===== src/rtl/serial_adder_ctrl.sv =====
// ---------------------------------------------------------------------------
// serial_adder_ctrl
//
// Purpose:
//   Bit-serial adder with a small IDLE/ADD/DONE controller. Operands are
//   captured on an accepted start, then one bit is added per clock (LSB
//   first) through a full-adder slice built from two half adders. After
//   WIDTH add cycles the result and carry-out are registered and a
//   single-cycle done pulse is raised.
//
// Ports:
//   clk    in   1      sole clock, rising edge
//   rst_n  in   1      asynchronous active-low reset
//   start  in   1      operation request, accepted only while ready=1
//   a      in   WIDTH  operand A, captured on start acceptance
//   b      in   WIDTH  operand B, captured on start acceptance
//   sub    in   1      (only with SERIAL_ADDER_SUB_EN) 1 = compute a - b
//   ready  out  1      high in IDLE
//   busy   out  1      high in ADD
//   done   out  1      one-cycle pulse in DONE
//   sum    out  WIDTH  registered result of the last completed operation
//   cout   out  1      registered carry-out (with sub: 1 = no borrow)
//
// Configuration:
//   SERIAL_ADDER_SUB_EN  when defined, adds the sub port and subtraction
//                        via a + ~b + 1.
// ---------------------------------------------------------------------------

module half_adder (
  input  logic x,
  input  logic y,
  output logic s,
  output logic c
);

  assign s = x ^ y;
  assign c = x & y;

endmodule

module serial_adder_ctrl #(
  parameter int WIDTH = 8
) (
  input  logic             clk,
  input  logic             rst_n,
  input  logic             start,
  input  logic [WIDTH-1:0] a,
  input  logic [WIDTH-1:0] b,
`ifdef SERIAL_ADDER_SUB_EN
  input  logic             sub,
`endif
  output logic             ready,
  output logic             busy,
  output logic             done,
  output logic [WIDTH-1:0] sum,
  output logic             cout
);

  localparam int CW = (WIDTH > 1) ? $clog2(WIDTH) : 1;
  localparam logic [CW-1:0] LAST = CW'(WIDTH - 1);

  typedef enum logic [1:0] {
    IDLE,
    ADD,
    DONE
  } state_t;

  state_t state;
  state_t state_nxt;

  logic [WIDTH-1:0] a_sh;
  logic [WIDTH-1:0] b_sh;
  logic [WIDTH-1:0] res_sh;
  logic             carry;
  logic [CW-1:0]    cnt;

  logic             op_sub;
  logic [WIDTH-1:0] b_in;
  logic             last_bit;
  logic             accept;

  logic             ha1_s;
  logic             ha1_c;
  logic             bit_sum;
  logic             ha2_c;
  logic             bit_carry;

`ifdef SERIAL_ADDER_SUB_EN
  assign op_sub = sub;
`else
  assign op_sub = 1'b0;
`endif

  // Subtraction stores ~b so the slice always adds; the +1 comes from the
  // carry register being preset to 1 at capture.
  assign b_in     = op_sub ? ~b : b;
  assign last_bit = (cnt == LAST);
  assign accept   = (state == IDLE) && start;

  half_adder u_ha1 (
    .x (a_sh[0]),
    .y (b_sh[0]),
    .s (ha1_s),
    .c (ha1_c)
  );

  half_adder u_ha2 (
    .x (ha1_s),
    .y (carry),
    .s (bit_sum),
    .c (ha2_c)
  );

  assign bit_carry = ha1_c | ha2_c;

  // State register; reset forces IDLE immediately, which also drops busy
  // and done since both are decoded straight from the state.
  always_ff @(posedge clk or negedge rst_n) begin
    if (!rst_n) begin
      state <= IDLE;
    end else begin
      state <= state_nxt;
    end
  end

  // Next-state and handshake outputs. Starts outside IDLE fall through the
  // default hold and are simply dropped, never queued.
  always_comb begin
    state_nxt = state;
    ready     = 1'b0;
    busy      = 1'b0;
    done      = 1'b0;
    case (state)
      IDLE: begin
        ready = 1'b1;
        if (start) begin
          state_nxt = ADD;
        end
      end
      ADD: begin
        busy = 1'b1;
        if (last_bit) begin
          state_nxt = DONE;
        end
      end
      DONE: begin
        done      = 1'b1;
        state_nxt = IDLE;
      end
      default: begin
        state_nxt = IDLE;
      end
    endcase
  end

  // Serial datapath. The result register fills from the MSB side so after
  // WIDTH shifts bit 0 of the answer sits in bit 0. On the final add edge
  // the visible sum is taken from the shift value including the bit being
  // produced right now, so sum/cout only ever change when entering DONE.
  always_ff @(posedge clk or negedge rst_n) begin
    if (!rst_n) begin
      a_sh   <= '0;
      b_sh   <= '0;
      res_sh <= '0;
      carry  <= 1'b0;
      cnt    <= '0;
      sum    <= '0;
      cout   <= 1'b0;
    end else begin
      if (accept) begin
        a_sh   <= a;
        b_sh   <= b_in;
        res_sh <= '0;
        carry  <= op_sub;
        cnt    <= '0;
      end else if (state == ADD) begin
        a_sh   <= a_sh >> 1;
        b_sh   <= b_sh >> 1;
        res_sh <= {bit_sum, res_sh[WIDTH-1:1]};
        carry  <= bit_carry;
        cnt    <= cnt + 1'b1;
        if (last_bit) begin
          sum  <= {bit_sum, res_sh[WIDTH-1:1]};
          cout <= bit_carry;
        end
      end
    end
  end

endmodule


===== config.mk =====
export PLATFORM = sky130hd
export DESIGN_NAME = serial_adder_ctrl
export DESIGN_NICKNAME = d
export VERILOG_FILES = /design/src/rtl/serial_adder_ctrl.sv
export SDC_FILE = /design/constraint.sdc
export NUM_CORES = 1
export LEC_CHECK = 0
export ABC_AREA = 0
export BUFFER_PORTS_ARGS = -buffer_cell sky130_fd_sc_hd__buf_2
export CORE_UTILIZATION = 52
export DETAILED_ROUTE_END_ITERATION = 6
export PLACE_DENSITY = 0.76
export RECOVER_POWER = 100
export SETUP_SLACK_MARGIN = 0.3
export SYNTH_ARGS = -nofsm -noshare
export SYNTH_HDL_FRONTEND = slang
export SYNTH_SLANG_ARGS = --single-unit

===== constraint.sdc =====
create_clock -name clk -period 1.95 [get_ports clk]
set_input_delay 0.2925 -clock clk [delete_from_list [all_inputs] [get_ports clk]]
set_output_delay 0.2925 -clock clk [all_outputs]
set_load 0.1 [all_outputs]

Word-level counts from Yosys, hierarchy flattened
Index checks and enable logic that the tools add are counted.
Word-level totals
  register bits: 39
  logic and storage cells: 41
Cells by class
  add/sub/neg operators: 1
  equality and inequality tests: 5
  mux-type cells: 16
  bitwise gates (word level): 6
  reductions and logical operators: 5
Operators with widths (count)
  8-bit two-way mux: 6
  3-bit two-way mux: 2
  1-bit two-way mux: 5
  2-bit two-way mux: 2
  2-bit != test (second input constant): 2
  2-bit case mux with 2 select lines: 1
  3-bit by 1-bit adder with 3-bit output (second input constant): 1
  3-bit == test (second input constant): 1
  3-bit AND reduction: 1
  1-bit bitwise AND: 2
  2-bit by 1-bit == test with 1-bit output (second input constant): 1
  2-bit == test (second input constant): 1
  2-bit zero test: 1
  2-bit AND reduction: 1
  2-bit nonzero test: 1
  1-bit XOR: 2
  1-bit logical AND: 1
  1-bit NOT: 1
  1-bit bitwise OR: 1

Logic depth before layout (Yosys ltp)
  depth after elaboration: 5
  depth in mapped cells: 5
  mapped depth without buffers: 4

Cells and area by module
Synthesis repeated with hierarchy kept, for this count alone.
Unflattened totals
  cells, all modules: 145
  area total of the unflattened synthesis: 1651.6 um^2
By module, submodules not included
  serial_adder_ctrl: instances 1, cells an instance 143, area each 1626.6 um^2, seq. area each 950.9 um^2
  half_adder: instances 2, cells an instance 1, area each 12.5 um^2, seq. area each 0.0 um^2

Worst setup path after synthesis
Ideal clock, no wire load.
  kind: reg-to-output
  start: register state[1]
  end: output done
  data arrival time: 2247 ps
  data required time: 1657 ps
  setup slack: -590 ps
  stages on the path, launching flop included: 4
  buffers on the path: 2
  path through: dfrtp_1 buf_2 buf_1 nor2b_1
On the way
  longest elaborated chain between the ends: 2
Ends and longest elaborated chain
  start: declaration: line 68  | state_t state;
  start signal: assignment: line 122  | state <= state_nxt;
  2-bit == test: line 133  | case (state)
  1-bit two-way mux: line 133
  end: declaration: line 54  | output logic done,
No other way between the ends.

Worst setup path in the final report
  start: register state[1]
  end: output busy
On the way
  longest elaborated chain between the ends: 2
Ends and longest elaborated chain
  2-bit by 1-bit == test with 1-bit output: line 133
  1-bit two-way mux: line 133
  end: declaration: line 53  | output logic busy,
No other way between the ends.

==> flow_summary.ini <==
[floorplanning]
fp.dieH_um = 58.1
start_util = 0.569
io_pins = 31
core_area_um2 = 2880
row_count = 19
die_width_um = 58.1
die_area_um2 = 3370

[power]
p_switching_uw = 1740
p_int_uw = 2110
p_leak_uw = 0.000953
peakVddDrop_uv = 1150
p_total_uw = 3850
seqPwrFrac = 0.358
power_switching_share = 0.452
power_frac_clock = 0.142
combPwrFrac = 0.500
powerDensity_nw_per_um2 = 1940

[synthesis]
synth-seq-cells = 38
synth_edf_count = 0
synth_top_area_share = 0.581
synth.area.top_cells = dfrtp_1 (58%), nor3_1 (7.3%), mux2_2 (6.2%), nor3b_1 (5.5%), a22o_1 (5.4%)
synth_fp_nets = 164
async_flop_share = 1.00
ys_warn_count = 0
synth_flop_cell = dfrtp_1
ys_top_cells_by_count = dfrtp_1 (38), nor3_1 (24), nor2_1 (15)
synth_most_common_cell = dfrtp_1
synth.distinct_cells = 24
yosysSeqAreaShare = 0.581
yosys.area.top_type = dfrtp_1
netlist_area_um2 = 1640
postSynthCellCount = 142
avgSynthCellArea_um2 = 11.5

[sta]
rsz0062_at_grt = true
period_share = 0.889
setup_viol = 0
setup_slack_ns = 0.217
maxSlewHeadroom = 0.404
slew_viol_final = 0
final_hold_viol_count = 0
min_period_ns = 1.73
fmax_mhz = 577
setup-tns-final_ns = 0
fin_skew_ns = 0.0111
worst_pin_slew_ns = 0.894

[drt]
drc = 0
dr_total_vias = 1173
viasPerCell = 5.36
avgRoutedWirePerCell_um = 13.9
ant_nets = 0
routed_wl_mm = 3.05
drt_iter0_markers = 26
firstDrtPassIters = 4

[final_layout]
synthToLayoutAreaGrowth_pct = 21.3
antenna_cells = 0
drive_gt1_frac = 0.311
multiInputGateArea_um2 = 644
seq_area_um2 = 951
num-fill-cells = 212
fin_util = 0.690
fin_area_um2 = 1980
nets = 199

[placement]
routabilityCongestion = 0.757
dpl_cell_area_um2 = 1870
dpl.hpwl_mm = 2.13
dp_worst_setup_slack_ns = 0.509
portBuffers = 30

[cts]
cts_buffers = 5
clock-sinks = 38
clk_pin_slew_worst_paths_ns = 0.11
clockBufferDepth = 2
cts_tree = built
insertion_delay_ns = 0.35
htreeDepth = 2
cts_root_buf = clkbuf_4

[worst_setup_path]
startpoint_type = flip-flop
crit_path_max_fanout = 10
arrival_ns = 1.44
crit_required_ns = 1.66
reg2reg_depth = 4
path_class = reg2out
r2r_start = state[0]$_DFFE_PN0P_
reg2reg_to = carry$_DFFE_PN0P_
cp-end-kind = output pin
r2r_slack_ns = 0.23

[grt]
grt_first_pass_wirelength_mm = 5.31
grt.total_usage = 0.216
grt_pass1_vias = 1111
antenna_found_initial = 0
grt_max_degree = 39
gr-total-overflow = 0

[hold_path]
holdCritPathClass = in2async

[run_status]
status = finished, final reports clean

[run]
drv_cap = 0
## flip-flops by register name, summed over array words and instances (netlist names)
| register | count |
|---|---|
| a_sh | 8 |
| b_sh | 8 |
| sum | 8 |
| res_sh | 7 |
| cnt | 3 |
| state | 2 |
| carry | 1 |
| cout | 1 |
## power by group through the flow
stage                     Clock (uW)  Sequential (uW)  Combinational, uW
final                            548             1380               1920
after floorplan                    0             1910                961
after detailed placement           0             1390               1900
after global placement             0             1360               1860
after CTS                        560             1370               1940
after global routing             593             1420               2070
## cells by family after synthesis
logic type | share of synthesized area
flops | 0.581
mux | 0.0620
compound gates | 0.0941
simple gates | 0.206
buf+inv | 0.0291
fa+ha+maj | 0.0275
## metal layers
metal	part of all wire	routed length [um]	global-route usage	vias up
met5	0	0	0	-
met3	0.045	136	0.0670	6
met1	0.45	1380	0.288	566
met2	0.49	1480	0.328	27
met4	0.018	56	0.0918	0
li1	-	-	-	574
## how the worst max path moves through the flow
| stage | from | to | slack [ns] |
|---|---|---|---|
| CTS | state[1]$_DFFE_PN0P_ | done | 0.28 |
| detailed placement | state[1]$_DFFE_PN0P_ | ready | 0.51 |
| floorplan | state[1]$_DFFE_PN0P_ | b_sh[7]$_DFFE_PN0P_ | 0.20 |
| global placement | state[1]$_DFFE_PN0P_ | ready | 0.53 |
| global route | state[1]$_DFFE_PN0P_ | busy | 0.15 |
| finish | state[1]$_DFFE_PN0P_ | busy | 0.22 |
## cells in the final DEF (no fill, tap or decap), drive strengths merged, types with 2 or more instances in the layout
cell    netlist  routed
dfrtp        38      38
buf           7      26
nor3         24      24
clkbuf        2      17
nor2         15      15
nor3b        12      12
a22o         10      10
mux2          9       9
nand2         5       5
nand2b        3       3
nor2b         3       3
a21oi         2       2
o21ai         2       2
a221o         2       2
ha            2       2
## worst max-delay path, stage by stage, from the launching register on
cell      delay [ns]
dfrtp_1         0.46
nor2b_4         0.16
buf_6           0.15
clkbuf_4        0.33
## cell type report
cell class / count / share of cell area
clock buffers: 6 / 0.0259
clock inverters: 1 / 0.0151
inverters: 1 / 0.00189
multi-input cells: 94 / 0.325
flip-flops and latches: 38 / 0.479
well taps: 42 / 0.0265
repair buffers: 37 / 0.127
## repair_timing
action                     4_1_cts  5_1_grt
hold buffers                     0        0
cloned                           0        0
hold endpoints to repair         0        0
setup endpoints to repair        3        3
buffers inserted                 0        2
resized for setup                5        6
## through the flow
stage | cells | hold WS (ns)
6_report | 219 | 0.0494
5_1_grt | 219 | 0.115
4_1_cts | 217 | 0.0428
3_5_place_dp | 210 | 0.430
3_3_place_gp | 210 | 0.421
2_1_floorplan | 142 | -0.00309
Note: power is estimated with default switching activity, not from simulation.
